### src/rtl/pacote_es.sv
// pacote_es: shared state encoding and default widths for the I/O responder.
package pacote_es;
  localparam int LARGURA_DADOS_PAD   = 32;
  localparam int LARGURA_CHAVES_PAD  = 16;
  localparam int CICLOS_DEBOUNCE_PAD = 50000;
  typedef enum logic [2:0] {
    OCIOSO,
    ESPERA_SOLTAR,
    ESPERA_APERTO,
    ENTREGA,
    PARADO
  } estado_es_t;
endpackage

### src/rtl/filtro_botao.sv
// filtro_botao: 2-FF synchronizer for button and switches; optional debounce
// counter when CONTROLADOR_ES_DEBOUNCE_EN is defined.
module filtro_botao #(
  parameter int LARGURA_CHAVES  = 16,
  parameter int CICLOS_DEBOUNCE = 50000
) (
  input  logic                      clock,
  input  logic                      reset_n,
  input  logic                      botao,
  input  logic [LARGURA_CHAVES-1:0] chaves,
  output logic                      botao_f,
  output logic [LARGURA_CHAVES-1:0] chaves_s
);
  logic [1:0]                botao_sinc_q;
  logic [LARGURA_CHAVES-1:0] chaves_m_q, chaves_s_q;
  always_ff @(posedge clock or negedge reset_n) begin
    if (!reset_n) begin
      botao_sinc_q <= '0;
      chaves_m_q   <= '0;
      chaves_s_q   <= '0;
    end else begin
      botao_sinc_q <= {botao_sinc_q[0], botao};
      chaves_m_q   <= chaves;
      chaves_s_q   <= chaves_m_q;
    end
  end
  assign chaves_s = chaves_s_q;
`ifdef CONTROLADOR_ES_DEBOUNCE_EN
  localparam int W = $clog2(CICLOS_DEBOUNCE + 1);
  logic [W-1:0] cont_q, cont_d;
  logic         botao_f_q, botao_f_d, difere, fim;
  // Counting only while the input disagrees with the filtered value restarts it on any bounce.
  always_comb begin
    difere    = botao_sinc_q[1] != botao_f_q;
    fim       = cont_q == W'(CICLOS_DEBOUNCE - 1);
    cont_d    = (difere && !fim) ? cont_q + 1'b1 : '0;
    botao_f_d = (difere && fim) ? botao_sinc_q[1] : botao_f_q;
  end
  always_ff @(posedge clock or negedge reset_n) begin
    if (!reset_n) begin
      cont_q    <= '0;
      botao_f_q <= 1'b0;
    end else begin
      cont_q    <= cont_d;
      botao_f_q <= botao_f_d;
    end
  end
  assign botao_f = botao_f_q;
`else
  assign botao_f = botao_sinc_q[1];
`endif
endmodule

### src/rtl/controlador_es.sv
// controlador_es: in/out/halt responder beside the datapath; stalls on `in`,
// latches `out`, freezes on `halt`. Debounce via CONTROLADOR_ES_DEBOUNCE_EN.
module controlador_es
  import pacote_es::*;
#(
  parameter int LARGURA_DADOS   = LARGURA_DADOS_PAD,
  parameter int LARGURA_CHAVES  = LARGURA_CHAVES_PAD,
  parameter int CICLOS_DEBOUNCE = CICLOS_DEBOUNCE_PAD
) (
  input  logic                      clock,
  input  logic                      reset_n,
  input  logic                      OpIn,
  input  logic                      OpOut,
  input  logic                      OpHalt,
  input  logic [LARGURA_DADOS-1:0]  dado_saida,
  input  logic [LARGURA_CHAVES-1:0] chaves,
  input  logic                      botao,
  output logic [LARGURA_DADOS-1:0]  dado_entrada,
  output logic                      pausa,
  output logic [LARGURA_DADOS-1:0]  display,
  output logic [7:0]                contador_saidas,
  output logic                      led_espera,
  output logic                      parado
);
  estado_es_t                estado_q, estado_d;
  logic [LARGURA_DADOS-1:0]  dado_q, dado_d, display_q, display_d;
  logic [7:0]                cont_q, cont_d;
  logic                      botao_f;
  logic [LARGURA_CHAVES-1:0] chaves_s;
  filtro_botao #(
    .LARGURA_CHAVES (LARGURA_CHAVES),
    .CICLOS_DEBOUNCE(CICLOS_DEBOUNCE)
  ) u_filtro (
    .clock   (clock),
    .reset_n (reset_n),
    .botao   (botao),
    .chaves  (chaves),
    .botao_f (botao_f),
    .chaves_s(chaves_s)
  );
  always_comb begin
    estado_d  = estado_q;
    dado_d    = dado_q;
    display_d = display_q;
    cont_d    = cont_q;
    case (estado_q)
      OCIOSO: begin
        if (OpHalt) estado_d = PARADO;
        else if (OpIn) estado_d = ESPERA_SOLTAR;
        else if (OpOut) begin
          display_d = dado_saida;
          cont_d    = cont_q + 8'd1;
        end
      end
      ESPERA_SOLTAR: estado_d = botao_f ? ESPERA_SOLTAR : ESPERA_APERTO;
      ESPERA_APERTO: begin
        if (botao_f) begin
          dado_d   = LARGURA_DADOS'(chaves_s);
          estado_d = ENTREGA;
        end
      end
      ENTREGA: estado_d = OCIOSO;
      default: estado_d = PARADO;
    endcase
  end
  always_ff @(posedge clock or negedge reset_n) begin
    if (!reset_n) begin
      estado_q  <= OCIOSO;
      dado_q    <= '0;
      display_q <= '0;
      cont_q    <= '0;
    end else begin
      estado_q  <= estado_d;
      dado_q    <= dado_d;
      display_q <= display_d;
      cont_q    <= cont_d;
    end
  end
  assign pausa = (estado_q == OCIOSO && (OpIn || OpHalt)) || estado_q == ESPERA_SOLTAR ||
                 estado_q == ESPERA_APERTO || estado_q == PARADO;
  assign led_espera      = estado_q == ESPERA_SOLTAR || estado_q == ESPERA_APERTO;
  assign parado          = estado_q == PARADO;
  assign dado_entrada    = dado_q;
  assign display         = display_q;
  assign contador_saidas = cont_q;
endmodule
### config.mk
export PLATFORM = sky130hd
export DESIGN_NAME = controlador_es
export DESIGN_NICKNAME = d
export VERILOG_FILES = /design/src/rtl/pacote_es.sv /design/src/rtl/filtro_botao.sv /design/src/rtl/controlador_es.sv
export SDC_FILE = /design/constraint.sdc
export NUM_CORES = 1
export LEC_CHECK = 0
export BUFFER_PORTS_ARGS = -buffer_cell sky130_fd_sc_hd__buf_2
export CAP_MARGIN = 5
export CORE_MARGIN = 1
export CORE_UTILIZATION = 25
export CTS_CLUSTER_DIAMETER = 40
export DETAILED_ROUTE_END_ITERATION = 7
export GPL_TIMING_DRIVEN = 0
export SETUP_SLACK_MARGIN = 0.5
export SLEW_MARGIN = 20
export SYNTH_ARGS = -nofsm -noshare
export SYNTH_HDL_FRONTEND = slang
export SYNTH_SLANG_ARGS = --single-unit
### constraint.sdc
create_clock -name clock -period 2.05 [get_ports clock]
set_input_delay 0 -clock clock [delete_from_list [all_inputs] [get_ports clock]]
set_output_delay 0 -clock clock [all_outputs]
set_load 0.01 [all_outputs]
==> results of run 1 <==
==> how the worst max path moves through the flow <==
stage / start / to / slack, ns / depth (start not counted)
after floorplan: estado_q[2] / display[10] / 0.42 / 5
after global placement: reset_n / display[11] / 0.12 / 1
after detailed placement: estado_q[2] / display[14] / 0.14 / 5
after CTS: estado_q[0] / pausa / 0.37 / 5
after global routing: estado_q[2] / display[14] / 0.40 / 5
final: estado_q[2] / display[27] / 0.47 / 5
==> per-layer routing <==
metal,part of all wire,vias up,wire length [um]
met4,0.024,0,170
met3,0.068,12,470
met5,0,-,0
li1,-,1055,-
met1,0.43,1089,3010
met2,0.47,86,3290
==> Yosys cell counts <==
master / number / share of area
nor3_2: 1 / 0.0029
nand3b_1: 3 / 0.0065
nand2_4: 1 / 0.0033
dfrtp_1: 93 / 0.67
nand2_1: 1 / 0.0011
nor4b_4: 1 / 0.0069
xnor2_1: 7 / 0.018
buf_4: 16 / 0.035
mux2_2: 20 / 0.065
nand3_1: 3 / 0.0043
nand2b_1: 2 / 0.0036
and4_1: 2 / 0.0051
nor2_1: 2 / 0.0022
and3_1: 3 / 0.0054
clkbuf_1: 1 / 0.0011
buf_6: 4 / 0.013
nand4_1: 3 / 0.0054
a21oi_1: 2 / 0.0029
or2_2: 1 / 0.0018
mux2_4: 29 / 0.13
buf_2: 1 / 0.0014
and2_1: 1 / 0.0018
nor4b_1: 1 / 0.0025
conb_1: 1 / 0.0011
ha_1: 1 / 0.0036
a31oi_1: 1 / 0.0018
a21o_1: 1 / 0.0022
maj3_1: 1 / 0.0029
==> power by group through the flow <==
stage               logic, mW  registers [mW]  clock network, mW
finish                  0.573            2.08               1.82
CTS                     0.579            2.09               1.90
floorplan               0.186            2.17                  0
detailed placement      0.504            2.12                  0
global route            0.623            2.11               1.97
global placement        0.486            2.11                  0
==> kinds of logic after synthesis <==
kind of cell | share of synthesized area
flops | 0.673
mux | 0.191
simple gates | 0.0529
buf+inv | 0.0503
xor+xnor | 0.0177
compound gates | 0.00688
fa+ha+maj | 0.00652
other cells | 0.00109
==> cell type report <==
cell class / count / area share
flip-flops and latches: 93 / 0.441
repair buffers: 170 / 0.219
plain buffers: 22 / 0.0391
clock inverters: 3 / 0.0128
multi-input cells: 103 / 0.195
well taps: 176 / 0.0417
clock buffers: 12 / 0.0505
==> what timing repair did <==
item                       in CTS  in global routing
setup buffers                   5                  0
hold endpoints to repair      144                  0
hold buffers                   52                  0
setup endpoints to repair      48                 44
gates resized for setup        13                  4
pin swaps                       2                  0
==> registers in the layout, summed over array words and instances (netlist names) <==
name and count:
contador_saidas 8, dado_entrada 16, display 32, estado_q 3, u_filtro.botao_sinc_q 2, u_filtro.chaves_m_q 16, u_filtro.chaves_s 16
==> flow_summary.toml, run 1 <==
[grt]
grtUsageMet3 = 0.0337
grt_max_degree = 49
overflow = 0
grt_pass1_vias = 2356
grt_pass1_wl_um = 11700
track_usage = 0.107
global_route.usage.met1 = 0.133
antenna_found_initial = 0
grt-busiest-layer = "met2"
met2_usage = 0.164

[setup_path]
slowest_delay_ns = 0.37
end_kind = "register"
r2r-start = "estado_q[2]"
path_cells = "buf_6 > nor4b_4 > nand2_4 > buf_12 > mux2_4"
cp.arrival_ns = 1.80
crit_family = "simple AND/OR/NAND/NOR gates"
crit_slowest_cell = "dfrtp_1"
critPathKind = "reg2reg"
crit_buf_inv = 2
path_max_fanout = 10
crit_required_ns = 2.27
ff2ff_setup_slack_ns = 0.47
cp-start-kind = "register"
timing.rr.end = "display[27]"
r2r_cells = 5

[floorplanning]
die_area_um2 = 14300
num_rows = 42
io_pins = 129
die_y_um = 120
core_area_um2 = 13300
fp.dieW_um = 120
start_util = 0.259

[cts]
clk_latency_ns = 0.34
cts_tree = "yes"
clk_path_buf_depth = 2
path_clk_slew_ns = 0.06
clock-root-buffer = "clkbuf_16"
cts.sinks = 93
cts_made_buffers = 9
htreeDepth = 3

[layout]
multi_input_area_um2 = 1030
fillers = 1273
layout_commonest_cell = "buf_2"
final_util = 0.395
nets = 454
final_cell_mix = "buf_2 (111), dfrtp_1 (91), dlygate4sd3_1 (52), mux2_4 (29), buf_4 (22)"
fin_area_um2 = 5280
syn_to_final_growth_pct = 52.7
seq_area_um2 = 2330
n_antenna_cell = 0
layout.cells.non_filler = 579
drive_gt1_frac = 0.526

[status]
status = "complete, no violations"

[sta]
period_minus_slack_ns = 1.58
tns_ns = 0
finalWorstSetupSlack_ns = 0.470
hold_viol = 0
setup_viol = 0
hold_ws_ns = 0.153
min_period_over_period = 0.771
finClkSkew_ns = 0.00698
fmax_ghz = 0.633
rsz0062_at_grt = "yes"
drv_slew = 0

[routing]
dr.pass1.iters = 4
drt_wl_total_um = 6940
antenna_left = 0
vias_per_cell = 3.87
drtIter0Drc = 57
drc_errors = 0
dr_total_vias = 2242
wl_per_cell_um = 12.0

[pwr]
power_frac_seq = 0.466
combPwrFrac = 0.128
internal-power_mw = 3.50
p_per_area_nw_per_um2 = 847
net-switching-power_uw = 967
vdd_drop_max_v = 0.000411
clockPowerShare = 0.406
p_total_mw = 4.47
p_leak_nw = 2.72
sw_frac_of_total = 0.216

[run]
drv_cap = 0

[placed_design]
place_ws_ns = 0.136
placed_cells = 507
placed_area_um2 = 4330
dp.final_hpwl_um = 4610
gp_congestion = 0.668
port_buffers = 112

[yosys]
netlist_instances = 203
synthDistinctLibCells = 28
syn_area_um2 = 3460
ys_seq_elements = 93
yosysSeqAreaShare = 0.673
avgSynthCellArea_um2 = 17.0
synth_warnings = 0

[min_path]
hold_class = "in2async"
Power figures use the tool's default switching activity.
==> run 2, diff against run 1 <==
clock period = 1.4 ns   (was 2.05 ns; I/O delays follow)
==> run 2 against run 1 <==
Against the previous run: the flow now finishes with violations (negative setup slack); clock power increased by 54%; critical endpoint is now dado_entrada[13]; core utilization increased by 3.5 points; combinational power increased by 65%.
==> flow_summary.toml, run 2 (synthesized netlist as in run 1, its figures left out) <==
[layout]
layout_commonest_cell = "buf_2"
seq_area_um2 = 2330
multi_input_area_um2 = 1150
syn_to_final_growth_pct = 66.3
drive_gt1_frac = 0.592
final_util = 0.431
fillers = 1223
final_cell_mix = "buf_2 (105), dfrtp_1 (89), dlygate4sd3_1 (52), mux2_4 (46), buf_4 (45)"
largest_reg_flops = 32
nets = 489
n_antenna_cell = 0

[cts]
cts_made_buffers = 9
clk_latency_ns = 0.35
cts_tree = "yes"
clk_path_buf_depth = 2
clock-root-buffer = "clkbuf_16"
htreeDepth = 3
path_clk_slew_ns = 0.07
cts.sinks = 93

[floorplanning]
core_area_um2 = 13300
fp.dieW_um = 120
io_pins = 129
die_y_um = 120
start_util = 0.259
die_area_um2 = 14300
num_rows = 42

[pwr]
combPwrFrac = 0.139
internal-power_mw = 5.28
vdd_drop_max_v = 0.000786
power_frac_seq = 0.450
net-switching-power_mw = 1.53
p_per_area_nw_per_um2 = 1180
p_leak_nw = 2.99
p_total_mw = 6.81
sw_frac_of_total = 0.225
clockPowerShare = 0.411

[status]
status = "complete, but fails checks"
violations = "negative setup slack"

[sta]
drv_slew = 0
period_minus_slack_ns = 1.54
min_period_over_period = 1.10
finClkSkew_ns = 0.0113
rsz0062_at_grt = "yes"
hold_viol = 0
finalWorstSetupSlack_ns = -0.141
setup_viol = 54
fmax_ghz = 0.649

[min_path]
hold_class = "in2reg"

[setup_path]
cp.arrival_ns = 1.77
crit_required_ns = 1.63
cp-start-kind = "register"
critPathKind = "reg2reg"
end_kind = "register"
path_max_fanout = 5

[routing]
drt_wl_total_um = 7830
dr.pass1.iters = 6
wl_per_cell_um = 12.7
drc_errors = 0
vias_per_cell = 3.90
antenna_left = 0
drtIter0Drc = 52
dr_total_vias = 2396

[grt]
grt_pass1_wl_um = 12200
grt_max_degree = 60
track_usage = 0.114
grt_pass1_vias = 2433
antenna_found_initial = 0
overflow = 0

[placed_design]
gp_congestion = 0.687
port_buffers = 112
place_ws_ns = -0.635
dp.final_hpwl_um = 4620

[run]
drv_cap = 0
==> run 2: worst max-delay path: stages (launching register included) <==
cell and delay (ns):
dfrtp_1 0.37, buf_6 0.13, buf_6 0.13, nor3_4 0.22, buf_6 0.15, buf_8 0.12, mux2_4 0.30
==> run 2: timing repair <==
action | CTS | global route
setup buffers | 23 | 16
hold endpoints to repair | 144 | 0
endpoints found under the setup margin | 78 | 100
cloned | 1 | 0
pin swaps | 15 | 10
gates resized for setup | 39 | 23
hold buffers | 52 | 0
==> run 2: final timing paths <==
check	start	end	slack (ns)	cells past startpoint
worst min-delay path	OpHalt	estado_q[0]	0.06	3
worst max register to register	estado_q[2]	dado_entrada[13]	-0.14	6
min in group asynchronous	reset_n	u_filtro.chaves_s[0]	0.11	2
worst max-delay path	estado_q[2]	dado_entrada[13]	-0.14	6
max in group asynchronous	reset_n	contador_saidas[0]	0.68	3
worst min register to register	u_filtro.chaves_m_q[3]	u_filtro.chaves_s[3]	0.34	0
==> run 2: per-layer routing <==
layer  global-route usage  wire length, um
met1                0.131             3320
met3               0.0461              502
met5                    0                0
met4               0.0516              188
met2                0.185             3810
==> run 2: power groups by stage <==
stage	logic, mW	registers, mW	clock network (mW)
2_1_floorplan	0.272	3.18	0
3_3_place_gp	0.713	3.09	0
3_5_place_dp	0.741	3.10	0
4_1_cts	0.916	3.06	2.90
5_1_grt	1.02	3.09	3.01
6_report	0.945	3.06	2.80
==> run 2: final cells by class <==
cell class	instances	area share
Multi-Input combinational cell	103	0.201
Tap cell	176	0.0383
Clock inverter	7	0.0209
Buffer	22	0.0346
Timing Repair Buffer	205	0.261
Clock buffer	9	0.0392
Sequential cell	93	0.406
==> run 2: through the flow <==
| step | instances | setup TNS [ns] | area (um2) | hold slack [ns] |
|---|---|---|---|---|
| after floorplan | 218 | -8.62 | 3530 | -0.296 |
| after global placement | 506 | -72.38 | 4320 | 0.110 |
| after detailed placement | 507 | -21.64 | 4350 | -0.0807 |
| after CTS | 599 | -6.45 | 5550 | 0.0254 |
| after global routing | 615 | -8.83 | 5750 | 0.0509 |
| final | 615 | -5.65 | 5750 | 0.0595 |
==> run 3, diff against run 2 <==
MAX_ROUTING_LAYER = met4   (was not set)
clock period = 1.9 ns   (was 1.4 ns; I/O delays follow)
==> run 3 against run 2 <==
Against the previous run: the run now ends clean; via count is 4.5% lower; clock-buffer cell count is 3 higher; die area stayed put; core utilization is 2.9 points lower; sequential cell count stayed put; sequential share of layout area is 2.8 points higher; clock skew is 0.0033 ns lower; critical path type unchanged; largest cell class unchanged.
==> flow_summary.toml, run 3 (synthesized netlist as in run 1, its figures left out) <==
[status]
status = "complete, no violations"

[sta]
rsz0062_at_grt = "yes"
drv_slew = 0
period_minus_slack_ns = 1.56
tns_ns = 0
finalWorstSetupSlack_ns = 0.335
min_period_over_period = 0.824
hold_ws_ns = 0.0674
setup_viol = 0
hold_viol = 0
fmax_ghz = 0.639
finClkSkew_ns = 0.00799

[cts]
clock-root-buffer = "clkbuf_16"
clk_latency_ns = 0.34
clk_path_buf_depth = 2
cts.sinks = 93
htreeDepth = 3
cts_made_buffers = 9
cts_tree = "yes"
path_clk_slew_ns = 0.06

[pwr]
p_total_mw = 4.53
p_leak_nw = 2.78
clockPowerShare = 0.364
power_frac_seq = 0.496
internal-power_mw = 3.49
vdd_drop_max_v = 0.000367
combPwrFrac = 0.140
p_per_area_nw_per_um2 = 845
net-switching-power_mw = 1.04
sw_frac_of_total = 0.229

[placed_design]
port_buffers = 112
placed_area_um2 = 4330
place_ws_ns = -0.0285
dp.final_hpwl_um = 4530
placed_cells = 507
gp_congestion = 0.651

[layout]
nets = 461
final_util = 0.402
final_cell_mix = "buf_2 (111), dfrtp_1 (91), dlygate4sd3_1 (52), mux2_4 (36), buf_4 (22)"
fin_area_um2 = 5370
layout.cells.non_filler = 587
n_antenna_cell = 0
syn_to_final_growth_pct = 55.3
layout_commonest_cell = "buf_2"
largest_reg_flops = 32
drive_gt1_frac = 0.550

[setup_path]
cp-start-kind = "register"
r2r_cells = 5
timing.rr.end = "display[11]"
end_kind = "register"
cp.arrival_ns = 1.79
crit_end = "display[11]"
crit_required_ns = 2.12
critPathKind = "reg2reg"
ff2ff_setup_slack_ns = 0.34
startpoint = "estado_q[2]"
r2r-start = "estado_q[2]"
path_max_fanout = 10

[floorplanning]
start_util = 0.259
fp.dieW_um = 120
core_area_um2 = 13300
die_y_um = 120
num_rows = 42
die_area_um2 = 14300
io_pins = 129

[min_path]
hold_class = "in2async"

[routing]
drc_errors = 0
dr_wl_met3_um = 421
top_layer = "met4"
drt_wl_total_um = 7400
dr_total_vias = 2289
dr.pass1.iters = 3
vias_per_cell = 3.90
drtIter0Drc = 87
routedLengthMet1_um = 3240
wl_per_cell_um = 12.6
antenna_left = 0
wl_met2_um = 3650

[grt]
grt_pass1_wl_um = 11700
grt_pass1_vias = 2381
overflow = 0
antenna_found_initial = 0
grt_max_degree = 76
track_usage = 0.111

[run]
drv_cap = 0
-- run 3: metal layers --
layer,vias up,track usage
li1,1072,-
met1,1124,0.137
met2,83,0.168
met3,10,0.0371
met4,0,0.0406
met5,-,-
-- run 3: power by group through the flow --
stage / Sequential, mW / Combinational (mW) / Clock, mW
after global placement: 2.28 / 0.526 / 0
after global routing: 2.27 / 0.688 / 1.81
final: 2.25 / 0.636 / 1.65
after CTS: 2.25 / 0.630 / 1.74
after detailed placement: 2.28 / 0.543 / 0
after floorplan: 2.34 / 0.201 / 0
-- run 3: repair_timing --
action / in CTS / in global routing
pin swaps: 10 / 6
setup buffers: 6 / 5
gates cloned: 0 / 1
hold endpoints to repair: 144 / 0
gates resized for setup: 19 / 19
hold buffers: 52 / 0
setup endpoints to repair: 59 / 58
-- run 3: worst max-delay path, cell delays in order, from the launching register on --
cell	delay, ns
dfrtp_1	0.38
buf_6	0.13
nor4b_4	0.30
nand2_4	0.14
buf_6	0.19
mux2_4	0.30
-- run 3: worst min-delay path by stage --
stage,start,end,slack (ns),depth (start not counted)
6_report,reset_n,dado_entrada[4],0.07,2
5_1_grt,reset_n,dado_entrada[4],0.07,2
4_1_cts,OpHalt,estado_q[0],0.04,3
3_5_place_dp,reset_n,dado_entrada[4],-0.14,1
3_3_place_gp,chaves[13],u_filtro.chaves_m_q[13],0.11,1
2_1_floorplan,reset_n,contador_saidas[0],-0.30,0
-- run 3: layout make-up --
class | instances | area, um2
fill | 1265 | 7980
sequential | 93 | 2330
clock inverter | 4 | 22.5
timing repair buffer | 177 | 1230
multi-input combinational | 103 | 1110
buffer | 22 | 191
tap | 176 | 220
clock buffer | 12 | 256
